`src/rtl/bus_arbiter_if.sv`:
```
// bus_arbiter_if: master-side requests and slave-side bus of the two-master arbiter
// slave modport: the arbiter's view (master and slave-data inputs in, mux outputs and stalls out)
// master modport: the environment's view (drives requests and slave read data, observes outputs)
interface bus_arbiter_if;
    logic        i_m0_cyc, i_m1_cyc;
    logic        i_m0_we, i_m1_we;
    logic [15:0] i_m0_addr, i_m1_addr;
    logic [15:0] i_m0_dat, i_m1_dat;
    logic        i_m0_lock, i_m1_lock;
    logic        o_m0_stall, o_m1_stall;
    logic [15:0] o_m_dat;
    logic        o_s_cyc;
    logic        o_s_we;
    logic [15:0] o_s_addr;
    logic [15:0] o_s_dat;
    logic [15:0] i_s_dat;
    logic        o_owner;
    modport slave (
        input  i_m0_cyc, i_m1_cyc, i_m0_we, i_m1_we, i_m0_addr, i_m1_addr,
               i_m0_dat, i_m1_dat, i_m0_lock, i_m1_lock, i_s_dat,
        output o_m0_stall, o_m1_stall, o_m_dat, o_s_cyc, o_s_we, o_s_addr,
               o_s_dat, o_owner
    );
    modport master (
        output i_m0_cyc, i_m1_cyc, i_m0_we, i_m1_we, i_m0_addr, i_m1_addr,
               i_m0_dat, i_m1_dat, i_m0_lock, i_m1_lock, i_s_dat,
        input  o_m0_stall, o_m1_stall, o_m_dat, o_s_cyc, o_s_we, o_s_addr,
               o_s_dat, o_owner
    );
endinterface

```
`src/rtl/bus_arbiter.sv`:
```
// bus_arbiter: two-master bus arbiter, parked grant, round-robin on release, burst limit with lock
// Ports: i_clk system clock; i_reset async active-high reset;
//        bus (slave modport): m0/m1 cyc/we/addr/dat/lock in, per-master stall out,
//        slave-side cyc/we/addr/dat out, slave read data in and broadcast as o_m_dat, o_owner grant.
module bus_arbiter #(
    parameter int MAXBURST = 8
) (
    input  logic         i_clk,
    input  logic         i_reset,
    bus_arbiter_if.slave bus
);
    localparam int CW = $clog2(MAXBURST);
    localparam logic [CW-1:0] LIMIT = CW'(MAXBURST - 1);
    typedef enum logic {OWN_M0 = 1'b0, OWN_M1 = 1'b1} owner_e;
    owner_e        owner_q, owner_d;
    logic [CW-1:0] cnt_q, cnt_d;
    logic          own_cyc, oth_cyc, own_lock, contend, preempt, release_bus;
    always_comb begin
        own_cyc     = owner_q == OWN_M1 ? bus.i_m1_cyc : bus.i_m0_cyc;
        oth_cyc     = owner_q == OWN_M1 ? bus.i_m0_cyc : bus.i_m1_cyc;
        own_lock    = owner_q == OWN_M1 ? bus.i_m1_lock : bus.i_m0_lock;
        contend     = own_cyc & oth_cyc;
        // the limiting transfer still completes; the grant moves at the edge after it
        preempt     = contend & (cnt_q == LIMIT) & ~own_lock;
        release_bus = ~own_cyc & oth_cyc;
        owner_d     = (preempt | release_bus) ? (owner_q == OWN_M1 ? OWN_M0 : OWN_M1) : owner_q;
        // count only contended transfers; saturate while a locked owner keeps the bus
        cnt_d       = (contend & ~preempt) ? (cnt_q == LIMIT ? cnt_q : cnt_q + 1'b1) : '0;
    end
    always_ff @(posedge i_clk or posedge i_reset) begin
        if (i_reset) begin
            owner_q <= OWN_M0;
            cnt_q   <= '0;
        end else begin
            owner_q <= owner_d;
            cnt_q   <= cnt_d;
        end
    end
    // reset forces the owner off the bus without waiting for a clock edge
    assign bus.o_s_cyc    = own_cyc & ~i_reset;
    assign bus.o_s_we     = owner_q == OWN_M1 ? bus.i_m1_we : bus.i_m0_we;
    assign bus.o_s_addr   = owner_q == OWN_M1 ? bus.i_m1_addr : bus.i_m0_addr;
    assign bus.o_s_dat    = owner_q == OWN_M1 ? bus.i_m1_dat : bus.i_m0_dat;
    assign bus.o_m0_stall = bus.i_m0_cyc & (owner_q != OWN_M0 | i_reset);
    assign bus.o_m1_stall = bus.i_m1_cyc & (owner_q != OWN_M1 | i_reset);
    assign bus.o_m_dat    = bus.i_s_dat;
    assign bus.o_owner    = owner_q;
endmodule
```
`src/flat_wrapper.sv`:
```
// flat-port wrapper written by rule: the top's interface ports become plain ports
module bus_arbiter_flat 
#(
    parameter int MAXBURST = 8
)
  (i_clk, i_reset, bus_i_m0_cyc, bus_i_m1_cyc, bus_i_m0_we, bus_i_m1_we, bus_i_m0_addr, bus_i_m1_addr, bus_i_m0_dat, bus_i_m1_dat, bus_i_m0_lock, bus_i_m1_lock, bus_i_s_dat, bus_o_m0_stall, bus_o_m1_stall, bus_o_m_dat, bus_o_s_cyc, bus_o_s_we, bus_o_s_addr, bus_o_s_dat, bus_o_owner);
  bus_arbiter_if bus_i ();
  input  logic i_clk;
  input  logic i_reset;
  input wire logic [$bits(bus_i.i_m0_cyc)-1:0] bus_i_m0_cyc;
  input wire logic [$bits(bus_i.i_m1_cyc)-1:0] bus_i_m1_cyc;
  input wire logic [$bits(bus_i.i_m0_we)-1:0] bus_i_m0_we;
  input wire logic [$bits(bus_i.i_m1_we)-1:0] bus_i_m1_we;
  input wire logic [$bits(bus_i.i_m0_addr)-1:0] bus_i_m0_addr;
  input wire logic [$bits(bus_i.i_m1_addr)-1:0] bus_i_m1_addr;
  input wire logic [$bits(bus_i.i_m0_dat)-1:0] bus_i_m0_dat;
  input wire logic [$bits(bus_i.i_m1_dat)-1:0] bus_i_m1_dat;
  input wire logic [$bits(bus_i.i_m0_lock)-1:0] bus_i_m0_lock;
  input wire logic [$bits(bus_i.i_m1_lock)-1:0] bus_i_m1_lock;
  input wire logic [$bits(bus_i.i_s_dat)-1:0] bus_i_s_dat;
  output wire logic [$bits(bus_i.o_m0_stall)-1:0] bus_o_m0_stall;
  output wire logic [$bits(bus_i.o_m1_stall)-1:0] bus_o_m1_stall;
  output wire logic [$bits(bus_i.o_m_dat)-1:0] bus_o_m_dat;
  output wire logic [$bits(bus_i.o_s_cyc)-1:0] bus_o_s_cyc;
  output wire logic [$bits(bus_i.o_s_we)-1:0] bus_o_s_we;
  output wire logic [$bits(bus_i.o_s_addr)-1:0] bus_o_s_addr;
  output wire logic [$bits(bus_i.o_s_dat)-1:0] bus_o_s_dat;
  output wire logic [$bits(bus_i.o_owner)-1:0] bus_o_owner;
  assign bus_i.i_m0_cyc = bus_i_m0_cyc;
  assign bus_i.i_m1_cyc = bus_i_m1_cyc;
  assign bus_i.i_m0_we = bus_i_m0_we;
  assign bus_i.i_m1_we = bus_i_m1_we;
  assign bus_i.i_m0_addr = bus_i_m0_addr;
  assign bus_i.i_m1_addr = bus_i_m1_addr;
  assign bus_i.i_m0_dat = bus_i_m0_dat;
  assign bus_i.i_m1_dat = bus_i_m1_dat;
  assign bus_i.i_m0_lock = bus_i_m0_lock;
  assign bus_i.i_m1_lock = bus_i_m1_lock;
  assign bus_i.i_s_dat = bus_i_s_dat;
  assign bus_o_m0_stall = bus_i.o_m0_stall;
  assign bus_o_m1_stall = bus_i.o_m1_stall;
  assign bus_o_m_dat = bus_i.o_m_dat;
  assign bus_o_s_cyc = bus_i.o_s_cyc;
  assign bus_o_s_we = bus_i.o_s_we;
  assign bus_o_s_addr = bus_i.o_s_addr;
  assign bus_o_s_dat = bus_i.o_s_dat;
  assign bus_o_owner = bus_i.o_owner;
  bus_arbiter #(.MAXBURST(MAXBURST)) u_core (.i_clk(i_clk), .i_reset(i_reset), .bus(bus_i));
endmodule
```
`config.mk`:
```
export PLATFORM = sky130hd
export DESIGN_NAME = bus_arbiter_flat
export DESIGN_NICKNAME = d
export VERILOG_FILES = /design/src/rtl/bus_arbiter_if.sv /design/src/rtl/bus_arbiter.sv /design/src/flat_wrapper.sv
export SDC_FILE = /design/constraint.sdc
export NUM_CORES = 1
export LEC_CHECK = 0
export ABC_AREA = 1
export BUFFER_PORTS_ARGS = -buffer_cell sky130_fd_sc_hd__buf_2
export CAP_MARGIN = 20
export CORE_MARGIN = 5
export CORE_UTILIZATION = 27
export DETAILED_ROUTE_END_ITERATION = 8
export PLACE_DENSITY_LB_ADDON = 0.08
export SYNTH_ARGS = -nofsm -noshare
export SYNTH_HDL_FRONTEND = slang
export SYNTH_SLANG_ARGS = --single-unit
export TNS_END_PERCENT = 100
```
`constraint.sdc`:
```
create_clock -name i_clk -period 1.6 [get_ports i_clk]
set_input_delay 0.24 -clock i_clk [delete_from_list [all_inputs] [get_ports i_clk]]
set_output_delay 0.24 -clock i_clk [all_outputs]
set_load 0.005 [all_outputs]
```
==> flow_summary.toml <==
[synth]
synth_area_leaders = "nand2_1 51%, buf_4 18%, dfrtp_1 12%, ha_1 3.1%, nand3_2 2.5%"
synthTopCellsByCount = "110 x nand2_1, 19 x buf_4, 4 x dfrtp_1, 4 x inv_1"
ys_ff_latch = 4
yosysTopAreaCell = "nand2_1"
synth_top_cell_area_share_pct = 51.3
synth-async-reset-ratio_pct = 100
synthFlopType = "dfrtp_1"
syn_inst = 156
synth.distinct_cells = 16
syn_nets = 246
avgSynthCellArea_um2 = 5.16
synth_edf_count = 0
syn-cell-area_um2 = 805
synth.most_common_cell = "nand2_1"
synth_warnings = 0
ys_seq_area_share_pct = 12.4

[sta]
max-slew-margin-rel_pct = 84.7
timing.fmax_mhz = 683
rsz0062_at_grt = "false"
fin_skew_ns = 0.00549
layout_min_cycle_time_ns = 1.46
slew_violations = 0
fin_tns_setup_ns = 0
hold_viol = 0
worstMarginPinSlew_ns = 0.230
finalSetupViolations = 0
fin_crit_sh_pct = 91.5
whs_ns = 0.290

[worst_setup_path]
endpoint = "bus_o_m1_stall"
critical_path.top_delay_family = "buffers and inverters"
endpoint_kind = "output pin"
critPathMaxStageDelay_ns = 0.53
ff2ff_setup_slack_ns = 0.36
worstPathArrival_ns = 1.22
cpMostUsedCell = "buf_2"
critPathKind = "in2out"
r2r-end = "u_core.cnt_q[2]"
slowest_stage = "dlygate4sd3_1"
path_max_fanout = 6
worst-path-buf-inv = 4
cp.required_ns = 1.36
reg2reg_from = "u_core.cnt_q[0]"
crit_chain = "dlygate4sd3_1 > buf_2 > inv_2 > a21boi_0 > buf_2"
crit_cells = 5
worstRegToRegCells = 5
cp-startpoint = "i_reset"
worst_setup_path_start_kind = "primary input"

[clock_tree]
cts_tree = "done"
post_cts_buffers = 0
numCtsBuffers = 3
h-tree-depth = 1
clkLatencyLatePin_ns = 0.24
clockBufferDepth = 2
clkSinkCount = 4
clkTransAtPathRegs_ns = 0.04
cts-root-buf = "clkbuf_4"

[route]
drt_iter0_drc = 49
routedWlPerCell_um = 11.2
detail-route-antenna-nets = 0
drt_pre_antenna_iters = 4
totalWireLength_um = 3130
vias = 1177
drc_errors = 0
via_per_inst = 4.22

[placed_design]
place_hpwl_um = 2580
io_buffers = 108
gp_congestion = 0.790
dpl-instance-area_um2 = 1250
place_inst = 275

[layout]
syn2layout_area_growth_pct = 59.4
final-instance-count-excl-fill = 279
antenna_cells = 0
nets = 340
design_area_um2 = 1280
drive_gt1_share_pct = 48.4
fillers = 331

[grt]
antenna_found_initial = 0
grt_usage_pct = 14.5
grt_pass1_vias = 1137
grt_pass1_wl_um = 4950
grt_max_degree = 30
grt_overflow = 0

[pwr]
power_density_nw_per_um2 = 1180
ir_drop_mv = 0.517
p_leak_nw = 0.907
p_total_mw = 1.51

[floorplanning]
num_rows = 19
io_pins = 141
die_area_um2 = 4170
die_x_um = 64.6
core_um2 = 2810
die_height_um = 64.6
start_util_pct = 28.7

[flow_run]
drv_cap = 0

[worst_hold_path]
min-delay-path-class = "in2reg"

[outcome]
status = "complete, no violations"
layout make-up:
type	count	area (um^2)	share of cell area, %
flip-flops and latches	4	100	7.80
inverters	5	18.8	1.46
repair buffers	112	586	45.7
multi-input cells	124	517	40.3
clock buffers	3	22.5	1.76
well taps	31	38.8	3.02
logic make-up (layout without fill, tap and decap cells):
logic type                 after synthesis  after routing  synth area share (%)
AOI/OAI and AO/OA                        5              5                  3.89
xor gates and xnor gates                 1              1                  1.09
adders and majority gates                2              2                  3.11
buffers and inverters                   28            120                  23.3
DFF                                      4              4                  12.4
and+or+nand+nor                        116            116                  56.1
per-stage QoR:
| step | setup WS, ns | util, % |
|---|---|---|
| floorplan | 0.437 | - |
| global placement | 0.385 | 44.6 |
| detailed placement | 0.374 | 44.6 |
| CTS | 0.0186 | 45.7 |
| global route | 0.0405 | 45.7 |
| finish | 0.136 | 45.7 |
layer usage:
| layer | up-vias | track usage (%) | part of all wire [%] |
|---|---|---|---|
| li1 | 635 | - | - |
| met1 | 486 | 14.5 | 35 |
| met2 | 42 | 28.5 | 54 |
| met3 | 14 | 3.45 | 8.9 |
| met4 | 0 | 5.54 | 2.3 |
| met5 | - | 0 | 0 |
state kept, by name, indices dropped and copies added, names as in the netlist:
| name | cells |
|---|---|
| u_core.cnt_q | 3 |
| u_core.bus.o_owner | 1 |
what timing repair did:
| action | in CTS | in global routing |
|---|---|---|
| hold buffers | 1 | 0 |
| endpoints found under the setup margin | 0 | 2 |
| gates resized for setup | 0 | 1 |
| hold endpoints to repair | 4 | 0 |
how the worst min path moves through the flow:
| stage | startpoint | to | slack (ns) | cells after the start |
|---|---|---|---|---|
| after floorplan | i_reset | u_core.bus.o_owner | 0.02 | 1 |
| after global routing | bus_i_m0_cyc | u_core.cnt_q[0] | 0.30 | 3 |
| after detailed placement | i_reset | u_core.bus.o_owner | 0.16 | 2 |
| final | bus_i_m0_cyc | u_core.cnt_q[0] | 0.29 | 3 |
| after CTS | bus_i_m0_cyc | u_core.cnt_q[1] | 0.28 | 3 |
| after global placement | i_reset | u_core.bus.o_owner | 0.17 | 2 |
report_power, final:
part | switching, mW | total (mW) | leakage, nW | internal, mW
clock network | 0.0441 | 0.128 | 0.0138 | 0.0841
logic | 0.694 | 1.25 | 0.841 | 0.559
registers | 0.0120 | 0.129 | 0.0528 | 0.117
total | 0.750 | 1.51 | 0.907 | 0.760
cells in the final DEF, fill, tap and decap left out:
master           n
buf_4            2
xor2_1           1
dfrtp_1          4
dlygate4sd3_1    1
inv_1            3
nand2_1        110
clkbuf_4         3
a21oi_1          3
ha_1             2
inv_2            2
buf_12           1
nand2_2          1
nand3_2          2
nor2_1           2
buf_2          108
o21ai_2          1
nand3_1          1
a21boi_0         1
worst reg2reg max path: stages, from the launching register on:
cell and delay, ns:
dfrtp_1 0.38, ha_1 0.20, ha_1 0.24, nand3_2 0.12, nand3_2 0.09, a21oi_1 0.12
No activity file was read; power rests on OpenSTA's default activity.
